### src/rtl/vram_dma_writer.sv
// VRAM write initiator: streams bytes into GPU VRAM during vertical blank.
// One-deep holding register lets accept and write overlap at one byte/cycle.
module vram_dma_writer #(
  parameter int VRAM_ADDR_WIDTH = 12
) (
  input  logic                       clk_12_5875,
  input  logic                       rst,
  input  logic                       start,
  input  logic [VRAM_ADDR_WIDTH-1:0] start_addr,
  input  logic [VRAM_ADDR_WIDTH:0]   length,
  input  logic [7:0]                 s_data,
  input  logic                       s_valid,
  output logic                       s_ready,
  input  logic                       vblank,
  output logic [7:0]                 data,
  output logic [VRAM_ADDR_WIDTH-1:0] address,
  output logic                       cs,
  output logic                       busy,
  output logic                       done
);

  localparam int AW = VRAM_ADDR_WIDTH;

  typedef enum logic [1:0] {
    IDLE,
    XFER,
    DONE
  } state_t;

  state_t        state_q;
  state_t        state_d;
  logic [AW-1:0] cur_addr;
  logic [AW:0]   remaining;
  logic          pend;
  logic          accept;

  assign s_ready = (state_q == XFER) && (remaining != '0)
                && (!pend || vblank);
  assign cs      = pend && vblank;
  assign accept  = s_valid && s_ready;
  assign busy    = (state_q == XFER);
  assign done    = (state_q == DONE);

  // Leave XFER as the final held byte is written, so done trails the last cs.
  always_comb begin
    state_d = state_q;
    unique case (state_q)
      IDLE: if (start) state_d = XFER;
      XFER: if ((remaining == '0) && (!pend || vblank)) state_d = DONE;
      DONE: state_d = IDLE;
      default: state_d = IDLE;
    endcase
  end

  always_ff @(posedge clk_12_5875 or posedge rst) begin
    if (rst) begin
      state_q   <= IDLE;
      cur_addr  <= '0;
      remaining <= '0;
      pend      <= 1'b0;
      data      <= '0;
      address   <= '0;
    end else begin
      state_q <= state_d;
      if ((state_q == IDLE) && start) begin
        cur_addr  <= start_addr;
        remaining <= length;
      end
      if (accept) begin
        data      <= s_data;
        address   <= cur_addr;
        pend      <= 1'b1;
        cur_addr  <= cur_addr + AW'(1);
        remaining <= remaining - (AW+1)'(1);
      end else if (cs) begin
        pend <= 1'b0;
      end
    end
  end

endmodule

### config.mk
export PLATFORM = sky130hd
export DESIGN_NAME = vram_dma_writer
export DESIGN_NICKNAME = d
export VERILOG_FILES = /design/src/rtl/vram_dma_writer.sv
export SDC_FILE = /design/constraint.sdc
export NUM_CORES = 1
export LEC_CHECK = 0
export CAP_MARGIN = 20
export CELL_PAD_IN_SITES_DETAIL_PLACEMENT = 1
export CELL_PAD_IN_SITES_GLOBAL_PLACEMENT = 1
export CORE_MARGIN = 1.5
export CORE_UTILIZATION = 35
export CTS_CLUSTER_SIZE = 20
export DETAILED_ROUTE_END_ITERATION = 7
export PLACE_DENSITY = 0.81
export SLEW_MARGIN = 20
export SYNTH_ARGS = -nofsm -noshare
export SYNTH_HDL_FRONTEND = slang
export SYNTH_SLANG_ARGS = --single-unit
### constraint.sdc
create_clock -name clk_12_5875 -period 3.6 [get_ports clk_12_5875]
set_input_delay 0.72 -clock clk_12_5875 [delete_from_list [all_inputs] [get_ports clk_12_5875]]
set_output_delay 0.72 -clock clk_12_5875 [all_outputs]
set_load 0.01 [all_outputs]
Word level (Yosys, flattened, before mapping)
Cells that the tools add are included.

Bits in registers: 48. Output and inout bits: 24. Logic and storage cells: 35.

Add/sub/neg operators: 2. Equal/unequal tests: 4. Mux-type cells: 9. Reduce and logical (&&, ||, !) cells: 14.

Operator list (number): 13-bit 2-to-1 mux (2); 12-bit 2-to-1 mux (2); 13-bit zero test (1); 13-bit nonzero test (1); 13-bit by 1-bit subtractor with 13-bit output (second input constant) (1); 12-bit by 1-bit adder with 12-bit output (second input constant) (1); 1-bit logical AND (6); 2-bit 2-to-1 mux (2); 2-bit case mux with 2 select lines (1); 2-bit nonzero test (2); 2-bit by 1-bit equality test with 1-bit output (second input constant) (1); 2-bit equality test (second input constant) (1); 2-bit zero test (1); 1-bit 2-to-1 mux (2); 2-bit by 1-bit inequality test with 1-bit output (second input constant) (1); 2-bit inequality test (second input constant) (1); 2-bit AND reduction (1); 1-bit zero test (1); 1-bit logical OR (1).

Longest topological paths before layout
Word-level depth: 5. Depth in mapped cells: 9. Gate-level depth less buffers: 7.

Least setup slack after synthesis
OpenSTA, ideal clock, no wires.

Kind: flip-flop to output port. From: register remaining[0]. To: output s_ready. Data arrival time: 1.310 ns. Path slack: 1.570 ns. Stages on the path, launching flop included: 6. Path buffers: 0. Path through: dfrtp_1 inv_1 ha_1 nor4b_2 nand3_2 and3_1.

Cells in the longest elaborated chain, start to end: 3.

RTL lines: from (decl) (line 33) `logic [AW:0] remaining;`; from (signal assigned) (line 67) `remaining <= length;`; from (signal assigned) (line 74) `remaining <= remaining - (AW+1)'(1);`; 13-bit nonzero test (line 37) `assign s_ready = (state_q == XFER) && (remaining != '0)`; 1-bit logical AND (line 37); 1-bit logical AND (line 38) `&& (!pend || vblank);`; to (decl) (line 13) `output logic s_ready,`.

Every way passes these cells.

Worst setup path in the final report
Same ends and word-level chain as after synthesis.

==> metrics <==
post-synthesis average cell area 9.35 sq um; Total Negative Setup Slacks 0 ns; Final nets 362; Core Footprint 6790 sq um; Cell Rows 30; dpl ws 0.695 ns; number of synthesized flops with an enable pin 0; unrepaired setup endpoints after global routing false; Max VDD drop 0.286 mV; Tmin final 3.09 ns; startpoint type of the worst setup path flip-flop; Clock Path Buffers 2; Yosys cell types 50; Starting Density 36.1%; Setup Buffers After CTS 0; LEAKAGE 1.35 nW; max frequency 0.324 GHz; die height 86.7 microns; chip width 86.7 microns; Placer Congestion 0.834; I/O pin cnt 62; detailed router's first-iteration violation count 125; CTS tree built; vias in the first global route 2246; Hold Path Class flip-flop to flip-flop; worst skew pair latency 0.31 ns; area grow syn2layout 32.1%; Yosys reg bits 48; proportion of layout cells with a drive suffix above 1 8.39%; I/O Buffers 61; total clock sinks 48; Sw Share 36.9%; Final HPWL DP 4.75 mm; DR vias 2209; Die Area 7510 sq um; switching power 789 uW; Antenna Nets Post-Route 0; global-route wire length before repair 11.1 mm; final hold violation count 0; Post-Route WL 6.74 mm; largest net degree at the start of global routing 49; Setup violations, final 0; post-cts sizing count 0; crit share post-route 85.9%; Max-slew headroom 42.5%; Setup crit end kind output pin; H-tree levels 2; initial antenna violation count 0; Tot GR Track Use 19.2%; Max Cap Viol 0; asr flop ratio synth 100%; Crit Path Max Fanout 9; PwrDens 660 nW/um^2; DR DRC count 0; Root Buffer clkbuf_8; DP Area 3120 sq um; Worst EP required 2.88 ns; CTS Buf Count 5; dominant synthesized flop cell dfrtp_1; combinational share of power 35.3%; clock skew 0.0107 ns; Cell Area, Synth 2450 sq um; outcome finished, final reports clean; Final Slew Violations 0; Post-Syn Instances 262; critical path class flip-flop to output pin; Synth Net Count 303; Clk pwr share 19.1%; Internal 1.35 mW; critical path data arrival time 2.37 ns; Flop pwr share 45.5%; grt ovf 0; Vias/cell 5.28; synth warn 0; hold_buf cts 0; Wirelength per Cell 16.1 microns; Diodes inserted 0; Worst-path clk slew 0.10 ns; fin area 3240 sq um; TritonRoute pass-1 iters 4; Seq/Total Area, Yosys 49.0%; PnR worst setup slack 0.509 ns; Tightest Pin Transition 0.862 ns
-- registers in the layout (all words and copies together) (netlist names) --
name	count
remaining	13
address	12
cur_addr	12
data	8
state_q	2
pend	1
-- final timing paths --
path / start / to / slack (ns) / cells past startpoint
setup / recovery: remaining[0] / s_ready / 0.51 / 6
hold / removal: address[10] / address[10] / 0.48 / 2
setup reg to reg: remaining[0] / remaining[4] / 1.25 / 7
hold reg to reg: address[10] / address[10] / 0.48 / 2
max in group asynchronous: rst / address[6] / 2.22 / 2
min in group asynchronous: rst / address[7] / 0.87 / 2
-- kinds of logic after synthesis --
group	synth area share (%)
and+or+nand+nor	28.9
AOI/OAI and AO/OA	16.6
DFF	49.0
buffers and inverters	3.93
adders and majority gates	1.53
-- placed cells by master, fill, tap and decap left out, types with 3 or more instances in the layout --
master	synthesis	final
nand4_1	3	3
a21oi_1	4	4
clkdlybuf4s50_1	0	61
o211ai_1	10	10
and3_1	5	5
ha_1	3	3
o21ai_0	7	7
inv_1	5	4
nand2_1	83	83
dfrtp_1	48	48
nor2_1	14	14
o311ai_0	6	6
nand3_1	14	14
a21o_1	4	4
clkbuf_8	1	5
a221o_1	3	3
-- per-layer routing --
layer | GRT usage, % | wire [microns] | vias up
met2 | 32.2 | 3400 | 42
met4 | 7.77 | 90 | 0
met5 | 0 | 0 | -
met1 | 24.8 | 3030 | 1113
li1 | - | - | 1049
met3 | 2.95 | 222 | 5
-- critical path: stages (launching register included) --
cell and delay, ns:
dfrtp_1 0.43, inv_1 0.10, ha_1 0.15, nor4b_2 0.34
nand3_2 0.30, and3_1 0.26, clkdlybuf4s50_1 0.48
-- power by group through the flow --
| stage | Combinational, mW | Sequential [mW] | Clock, mW |
|---|---|---|---|
| final | 0.755 | 0.972 | 0.408 |
| after global routing | 0.846 | 1.01 | 0.440 |
| after CTS | 0.766 | 0.973 | 0.419 |
| after detailed placement | 0.760 | 0.983 | 0 |
| after global placement | 0.733 | 0.968 | 0 |
| after floorplan | 0.427 | 0.968 | 0 |
-- layout make-up --
type / count / area, sq um
Fill cell: 771 / 3560
Sequential cell: 48 / 1200
Multi-Input combinational cell: 198 / 1150
Timing Repair Buffer: 63 / 626
Tap cell: 96 / 120
Clock buffer: 5 / 68.8
Clock inverter: 3 / 47.5
Inverter: 5 / 20.0
-- per-stage QoR --
| stage | util [%] | cells | hold slack (ns) | total power [mW] |
|---|---|---|---|---|
| floorplan | - | 262 | 0.455 | 1.39 |
| global placement | 45.9 | 410 | 0.457 | 1.70 |
| detailed placement | 45.9 | 410 | 0.462 | 1.74 |
| CTS | 47.6 | 418 | 0.488 | 2.16 |
| global route | 47.6 | 418 | 0.506 | 2.29 |
| finish | 47.6 | 418 | 0.480 | 2.14 |
-- cell usage after synthesis (2+ instances only) --
master / number / area (sq um)
and3_1: 5 / 31.3
nand2_1: 83 / 312
nor4_4: 2 / 42.5
a221o_1: 3 / 30.0
a22oi_1: 2 / 15.0
a21oi_1: 4 / 20.0
o21a_1: 2 / 15.0
nor2_2: 2 / 12.5
o21ai_0: 7 / 35.0
buf_6: 3 / 33.8
o311ai_0: 6 / 52.6
dfrtp_1: 48 / 1200
inv_1: 5 / 18.8
nand4_1: 3 / 18.8
and4_1: 2 / 17.5
nor2_1: 14 / 52.6
a311oi_1: 2 / 17.5
nor3b_1: 2 / 15.0
o22ai_1: 2 / 12.5
buf_2: 3 / 15.0
a21o_1: 4 / 30.0
o211ai_1: 10 / 75.1
nor3_1: 2 / 10.0
nand3_1: 14 / 70.1
nor2b_1: 2 / 12.5
clkbuf_1: 4 / 15.0
ha_1: 3 / 37.5
No activity file was read; power rests on OpenSTA's default activity.
